## config.mk

```make
export PLATFORM = sky130hd
export DESIGN_NAME = arf_sequencer
export DESIGN_NICKNAME = d
export VERILOG_FILES = /design/src/rtl/arf_sequencer.sv
export SDC_FILE = /design/constraint.sdc
export NUM_CORES = 1
export LEC_CHECK = 0
export ABC_CLOCK_PERIOD_IN_PS = 2300
export BUFFER_PORTS_ARGS = -buffer_cell sky130_fd_sc_hd__buf_2
export CELL_PAD_IN_SITES_DETAIL_PLACEMENT = 1
export CELL_PAD_IN_SITES_GLOBAL_PLACEMENT = 2
export CORE_ASPECT_RATIO = 1.5
export CORE_UTILIZATION = 30
export DETAILED_ROUTE_END_ITERATION = 8
export GPL_TIMING_DRIVEN = 0
export HOLD_SLACK_MARGIN = 0.12
export PLACE_DENSITY = 0.82
export SLEW_MARGIN = 5
export SYNTH_ARGS = -nofsm -noshare
export SYNTH_HDL_FRONTEND = slang
export SYNTH_SLANG_ARGS = --single-unit
export TNS_END_PERCENT = 1
```

## constraint.sdc

```tcl
create_clock -name Clock -period 2.3 [get_ports Clock]
set_input_delay 0.115 -clock Clock [delete_from_list [all_inputs] [get_ports Clock]]
set_output_delay 0.115 -clock Clock [all_outputs]
set_load 0.03 [all_outputs]
```

## src/rtl/arf_sequencer.sv

```systemverilog
// arf_sequencer: expands one pointer op into per-cycle ARF/memory control steps.
// Define ARF_STACK_BOUNDS_EN to add stack depth tracking with a Fault pulse.
module arf_sequencer #(
  parameter logic [15:0] STACK_TOP   = 16'h07FF,
  parameter int          STACK_DEPTH = 256
) (
  input  logic        Clock,
  input  logic        Reset,
  input  logic        ReqValid,
  input  logic [2:0]  ReqOp,
  input  logic [15:0] ReqTarget,
  output logic        ReqReady,
  output logic        Done,
  output logic        Fault,
  output logic [15:0] TargetQ,
  output logic [1:0]  ISrc,
  output logic [2:0]  RegSel,
  output logic [2:0]  FunSel,
  output logic [1:0]  OutCSel,
  output logic [1:0]  OutDSel,
  output logic        MemRd,
  output logic        MemWr
);

  localparam logic [2:0] OP_NOP   = 3'b000;
  localparam logic [2:0] OP_FETCH = 3'b001;
  localparam logic [2:0] OP_PUSH  = 3'b010;
  localparam logic [2:0] OP_POP   = 3'b011;
  localparam logic [2:0] OP_CALL  = 3'b100;
  localparam logic [2:0] OP_RET   = 3'b101;
  localparam logic [2:0] OP_JUMP  = 3'b110;
  localparam logic [2:0] OP_INIT  = 3'b111;

`ifdef ARF_STACK_BOUNDS_EN
  localparam logic FAULT_EN = 1'b1;
`else
  localparam logic FAULT_EN = 1'b0;
`endif

  typedef enum logic [4:0] {
    IDLE, NOP1, FE1, FE2, PU1, PU2, PO1, PO2,
    CA1, CA2, CA3, RE1, RE2, RE3, JU1, IN1, IN2, FLT
  } state_t;

  typedef struct packed {
    logic [2:0] regsel;
    logic [2:0] funsel;
    logic [1:0] outc;
    logic [1:0] outd;
    logic [1:0] isrc;
    logic       rd;
    logic       wr;
    logic       done;
    logic       fault;
  } ctl_t;

  localparam ctl_t IDLE_CTL = '{
    regsel: 3'b111, funsel: 3'b000, outc: 2'b00, outd: 2'b00,
    isrc: 2'b00, rd: 1'b0, wr: 1'b0, done: 1'b0, fault: 1'b0
  };

  state_t state, nxt;
  ctl_t   ctl;
  logic   bad;

  function automatic ctl_t decode(input state_t s);
    ctl_t c;
    c = IDLE_CTL;
    case (s)
      NOP1: c.done = 1'b1;
      FE1: begin
        c.outc = 2'b00;
        c.rd   = 1'b1;
      end
      FE2: begin
        c.regsel = 3'b011;
        c.funsel = 3'b001;
        c.done   = 1'b1;
      end
      PU1: begin
        c.outd = 2'b11;
        c.wr   = 1'b1;
      end
      PU2: begin
        c.regsel = 3'b110;
        c.funsel = 3'b000;
        c.done   = 1'b1;
      end
      PO1, RE1: begin
        c.regsel = 3'b110;
        c.funsel = 3'b001;
      end
      PO2: begin
        c.outd = 2'b11;
        c.rd   = 1'b1;
        c.done = 1'b1;
      end
      CA1: begin
        c.outd = 2'b11;
        c.outc = 2'b00;
        c.wr   = 1'b1;
      end
      CA2: begin
        c.regsel = 3'b110;
        c.funsel = 3'b000;
      end
      CA3, JU1: begin
        c.regsel = 3'b011;
        c.funsel = 3'b010;
        c.isrc   = 2'b00;
        c.done   = 1'b1;
      end
      RE2: begin
        c.outd = 2'b11;
        c.rd   = 1'b1;
      end
      RE3: begin
        c.regsel = 3'b011;
        c.funsel = 3'b010;
        c.isrc   = 2'b01;
        c.done   = 1'b1;
      end
      IN1: begin
        c.regsel = 3'b001;
        c.funsel = 3'b011;
      end
      IN2: begin
        c.regsel = 3'b110;
        c.funsel = 3'b010;
        c.isrc   = 2'b10;
        c.done   = 1'b1;
      end
      FLT: begin
        c.done  = 1'b1;
        c.fault = FAULT_EN;
      end
      default: ;
    endcase
    return c;
  endfunction

  always_comb begin
    nxt = state;
    case (state)
      IDLE: begin
        if (ReqValid) begin
          if (bad) begin
            nxt = FLT;
          end else begin
            case (ReqOp)
              OP_NOP:   nxt = NOP1;
              OP_FETCH: nxt = FE1;
              OP_PUSH:  nxt = PU1;
              OP_POP:   nxt = PO1;
              OP_CALL:  nxt = CA1;
              OP_RET:   nxt = RE1;
              OP_JUMP:  nxt = JU1;
              default:  nxt = IN1;
            endcase
          end
        end
      end
      FE1:     nxt = FE2;
      PU1:     nxt = PU2;
      PO1:     nxt = PO2;
      CA1:     nxt = CA2;
      CA2:     nxt = CA3;
      RE1:     nxt = RE2;
      RE2:     nxt = RE3;
      IN1:     nxt = IN2;
      default: nxt = IDLE;
    endcase
  end

  // Outputs are registered from the next state, so they track the state register.
  always_ff @(posedge Clock or posedge Reset) begin
    if (Reset) begin
      state    <= IDLE;
      ctl      <= IDLE_CTL;
      ReqReady <= 1'b1;
      TargetQ  <= 16'h0000;
    end else begin
      state    <= nxt;
      ctl      <= decode(nxt);
      ReqReady <= (nxt == IDLE);
      if (ReqReady && ReqValid) begin
        TargetQ <= ReqTarget;
      end
    end
  end

  assign RegSel  = ctl.regsel;
  assign FunSel  = ctl.funsel;
  assign OutCSel = ctl.outc;
  assign OutDSel = ctl.outd;
  assign ISrc    = ctl.isrc;
  assign MemRd   = ctl.rd;
  assign MemWr   = ctl.wr;
  assign Done    = ctl.done;
  assign Fault   = ctl.fault;

`ifdef ARF_STACK_BOUNDS_EN
  localparam int DW = $clog2(STACK_DEPTH + 1);
  localparam logic [DW-1:0] FULL = DW'(STACK_DEPTH);

  logic [DW-1:0] depth;
  logic          grow;
  logic          shrink;

  assign grow   = (ReqOp == OP_PUSH) || (ReqOp == OP_CALL);
  assign shrink = (ReqOp == OP_POP) || (ReqOp == OP_RET);
  assign bad    = (grow && depth == FULL) || (shrink && depth == '0);

  // Depth moves only in the Done step of a completed stack op.
  always_ff @(posedge Clock or posedge Reset) begin
    if (Reset) begin
      depth <= '0;
    end else begin
      case (state)
        IN2:      depth <= '0;
        PU2, CA3: depth <= depth + DW'(1);
        PO2, RE3: depth <= depth - DW'(1);
        default:  ;
      endcase
    end
  end

  logic unused_top;
  assign unused_top = ^STACK_TOP;
`else
  assign bad = 1'b0;

  logic unused_cfg;
  assign unused_cfg = ^{STACK_TOP, STACK_DEPTH};
`endif

endmodule

```

Word level (Yosys, flattened, before mapping)
Cells that the tools add are included.
{ "word_totals": {"regBits": 35, "out_inout_bits": 33, "elab_cells": 61} }
{ "classes": {"n_eq_ne": 31, "mux": 9, "reduce_logical": 11} }
{ "op_table": {"columns": ["op", "count"], "rows": [
  ["5-bit by 4-bit equality test with 1-bit output (second input constant)", 13],
  ["5-bit one-hot mux with 9 select lines", 1],
  ["6-bit one-hot mux with 6 select lines", 1],
  ["5-bit by 3-bit equality test with 1-bit output (second input constant)", 6],
  ["4-bit one-hot mux with 7 select lines", 1],
  ["5-bit by 2-bit equality test with 1-bit output (second input constant)", 3],
  ["5-bit equality test (second input constant)", 2],
  ["5-bit logical NOT", 2],
  ["3-bit equality test (second input constant)", 3],
  ["9-bit OR reduction", 1],
  ["3-bit by 2-bit equality test with 1-bit output (second input constant)", 2],
  ["2-bit OR reduction", 3],
  ["3-bit OR reduction", 2],
  ["5-bit by 1-bit equality test with 1-bit output (second input constant)", 1],
  ["5-bit two-way mux", 1],
  ["2-bit one-hot mux with 2 select lines", 1],
  ["4-bit OR reduction", 1],
  ["3-bit by 1-bit equality test with 1-bit output (second input constant)", 1],
  ["3-bit logical NOT", 1],
  ["1-bit two-way mux", 3],
  ["2-bit two-way mux", 1],
  ["1-bit logical AND", 1]
]} }

Depth between registers and ports, before layout
{ "depth": {"word_depth": 7, "ltp_mapped": 7, "mapped_depth_nobuf": 6} }

Worst setup path after synthesis
OpenSTA, ideal clock, no wires.
{ "synth_timing": {"path_type": "reg2reg", "start": "reg state[4]", "end": "reg ctl (netlist bit RegSel[0])", "setup_ns": 0.094, "t_arrival_ns": 1.557, "slack_ns": 0.648, "stages_incl_launch_ff": 7, "n_path_buf": 1, "path_cell_list": "dfrtp_1 > buf_6 > or2_4 > a211o_1 > and2_4 > and4b_1 > a311oi_1"} }
{ "synth_via": {"elab_chain_cells": 5, "elab_cells_between_ends": 25} }
{ "synth_lines": {"columns": ["element", "line_no", "rtl"], "rows": [
  ["from (decl)", "62", "state_t state, nxt;"],
  ["from (signal assigned)", "183", "state <= nxt;"],
  ["5-bit by 4-bit equality test with 1-bit output, or another cell as far along", "144", "case (state)"],
  ["5-bit one-hot mux with 9 select lines *", "144", null],
  ["5-bit by 4-bit equality test with 1-bit output or 5-bit by 3-bit equality test with 1-bit output (tied branches)", "69", "case (s)"],
  ["3-bit OR reduction (no line), or another cell as far along", null, null],
  ["6-bit one-hot mux with 6 select lines *", "69", null],
  ["to (signal assigned)", "184", "ctl <= decode(nxt);"],
  ["to (decl)", "63", "ctl_t ctl;"]
]} }
Mark *: on every way between the ends. The rest lies on a longest branch, timed or not.
A chain may end at the register's enable or synchronous reset.

Worst setup path in the final report
{ "layout_timing": {"start": "reg state[1]", "end": "reg ctl (netlist bit RegSel[0])"} }
{ "layout_via": {"elab_chain_cells": 5, "elab_cells_between_ends": 25} }
{ "layout_lines": {"columns": ["element", "line_no"], "rows": [
  ["5-bit by 4-bit equality test with 1-bit output, or another cell as far along", "144"],
  ["5-bit one-hot mux with 9 select lines *", "144"],
  ["via nxt[3]", "62"],
  ["5-bit by 4-bit equality test with 1-bit output or 5-bit by 3-bit equality test with 1-bit output (tied branches)", "69"],
  ["3-bit OR reduction (no line), or another cell as far along", null],
  ["6-bit one-hot mux with 6 select lines *", "69"]
]} }
The timed path passes the listed nets; every way through them passes the cells marked *.

==> out/results.ini <==
[status]
outcome=finished clean

[die]
die_w_um=59.57
rows=31
die_y_um=88.36
start_util_pct=31.01
ios=55
dieArea_sq_um=5263
core_sq_um=4810

[sta]
relSlewSlack_pct=24.18
timing.setup.tns_ps=0
period_needed_ps=1881
period_share_pct=81.78
fin_ws_ps=419.1
maxClockFrequency_ghz=0.5317
final-setup-viol-count=0
grt_setup_unrepaired=false
drv_slew=0
hold_violations=0
fin_worst_skew_ps=6.948
worst_slew_pin_slew_ps=1130

[worst_setup_path]
crit_family=compound AO/OA/AOI/OAI gates
cp_max_fo=10
path_buf_inv=1
crit_arrival_ps=2070
critPathSlowestCell=dfrtp_1
crit_required_ps=2490
cp-start-kind=flip-flop
endpoint_kind=flip-flop
critPathMaxStageDelay_ps=410
worstPathCellList=buf_2 > nor2_1 > o21ai_1 > a21oi_4 > and4b_1 > a311oi_1
worst-setup-path-type=reg -> reg

[logic_synthesis]
async_flop_share_pct=100.0
netlist.area_leader.share_pct=48.66
synth_area_sq_um=1491
synth.distinct_cells=44
syn_area_per_cell_sq_um=12.13
synth_ff_type=dfrtp_1
ys_seq_elements=33
synth_edf_count=0
ys_seq_area_share_pct=55.70
synth_top_area_cell=dfrtp_1
synth_warnings=0
syn_inst=123
yosys-top-cells-area=dfrtp_1 49%, mux2_2 12%, dfstp_2 7.0%

[clock_tree]
postCtsSetupRepairBufs=0
cts_buffer_depth=2
clk_latency_ps=270
cts_root_buf=clkbuf_8
cts_resized=0
cts_tree=built
clock-sinks=33
cts.clk_slew.worst_paths_ps=70
cts_buffers=5
h-tree-depth=2

[global_route]
grt-ovfl-total=0
grt_pass1_wl_um=6161
antenna_found_initial=0
grt_usage_pct=15.75
grt_max_degree=34
first_global_vias=1324

[cells_and_area]
multi_input_area_sq_um=593.1
area_growth_pct=42.28
fillers=577
nets=222
layout-drive-gt1-share_pct=46.77
stdcell_count=267
seqCellArea_sq_um=830.8
antenna_cells=0
final_util_pct=44.12

[power]
p_leak_nw=1.031
power_frac_seq_pct=31.6
sw_frac_of_total_pct=42.90
p_int_w=0.001748
p_sw_w=0.001313
powerDensity_nw_per_um2=1443
clkPwrFrac_pct=18.0
comb_power_share_pct=50.3
vdd_drop_max_v=0.0003485

[placement]
place_ws_ps=431.1
io_buffers=50
dpl.hpwl_um=2854
dp.cells=242
gp_congestion=0.7516

[hold_path]
hold_class=in -> reg

[run]
max_cap_viol_count=0

[detailed_routing]
drc=0
drt_iter0_markers=26
drt-total-wl_um=3950
num_vias=1208
ant_nets=0
drtPass1Iterations=4
vias_per_cell=4.524
wl_per_cell_um=14.79

[final cells by class]
type                       instances  share of cell area [%]
sequential                        33                   39.15
multi-input combinational         80                   27.95
timing repair buffer              67                   19.81
clock buffer                       7                   4.068
tap                               66                   3.892
buffer                            10                   3.184
clock inverter                     1                   1.415
inverter                           3                  0.5307
[layer usage]
layer	GRT usage, %	wire length, um	vias up
met3	2.778	290	4
met4	6.342	37	0
met2	31.56	2237	50
met5	0	0	-
li1	-	-	575
met1	15.18	1385	579
[worst register-to-register path, stage by stage (launching register included)]
cell and delay, ps:
dfrtp_1 410, buf_2 200, nor2_1 230, o21ai_1 170, a21oi_4 310, and4b_1 250
a311oi_1 240
[synth_stat cells, types with 2 or more instances]
master    number
nand4_1        2
mux2_2        16
buf_4          5
nor3_1         4
o211ai_1       2
nand2_1        8
o21ai_1        3
a21oi_1        3
and3_1         2
nand3b_1       3
buf_2          3
nor2_1         7
nand3_1        2
inv_1          2
dfstp_2        4
dfrtp_1       29
[final timing paths]
path	from	to	slack, ps	cells past startpoint
max reg2reg	state[1]	RegSel[0]	420	6
max	state[1]	RegSel[0]	420	6
min	ReqValid	state[1]	340	3
min in group asynchronous	Reset	state[4]	540	3
min reg2reg	TargetQ[3]	TargetQ[3]	520	1
max in group asynchronous	Reset	state[3]	1240	3
[placed cells by master (no fill, tap or decap), drive strengths merged, types with 2 or more instances in the layout]
cell and n:
dfstp 4, mux2 16, nor3 4, o21ai 4, and2 2, or2 3, nand3b 4, clkbuf 8
and3 2, dlygate4sd3 17, a31oi 2, nor2 7, nand3 2, o211ai 2, inv 2, nand4 2
dfrtp 29, a21oi 4, buf 59, nand2 8, conb 4
[registers in the layout, summed over array words and instances (netlist names)]
name / count
Done: 1
FunSel: 2
ISrc: 2
MemRd: 1
MemWr: 1
OutDSel: 1
RegSel: 3
ReqReady: 1
TargetQ: 16
state: 5
[metrics by stage]
stage	instance area [sq um]	total power [W]	hold WS, ps
3_3_place_gp	1836	0.002425	352.6
4_1_cts	2112	0.003075	182.8
6_report	2122	0.003061	335.0
2_1_floorplan	1503	0.002066	240.9
5_1_grt	2122	0.003258	349.8
3_5_place_dp	1836	0.002500	354.2
[power by group through the flow]
stage          Sequential [W]  Clock [W]  Combinational (W)
6_report             0.000969   0.000553            0.00154
3_3_place_gp         0.000951          0            0.00147
3_5_place_dp         0.000978          0            0.00152
4_1_cts              0.000969   0.000562            0.00154
5_1_grt               0.00100   0.000588            0.00167
2_1_floorplan         0.00136          0           0.000703
[cells by family (layout without fill, tap and decap cells)]
| kind of cell | after synthesis | in the layout | share of synthesized area (%) |
|---|---|---|---|
| simple gates | 41 | 41 | 16.03 |
| flops | 33 | 33 | 55.70 |
| compound gates | 17 | 17 | 9.479 |
| mux | 16 | 16 | 12.08 |
| buf+inv | 13 | 88 | 5.285 |
| xor+xnor | 2 | 2 | 1.175 |
| other cells | 1 | 4 | 0.2514 |
[repair_timing]
item	in CTS	in global routing
endpoints found under the hold margin	16	29
hold buffers	16	1
setup endpoints to repair	0	0
(Power assumes the default switching activity.)
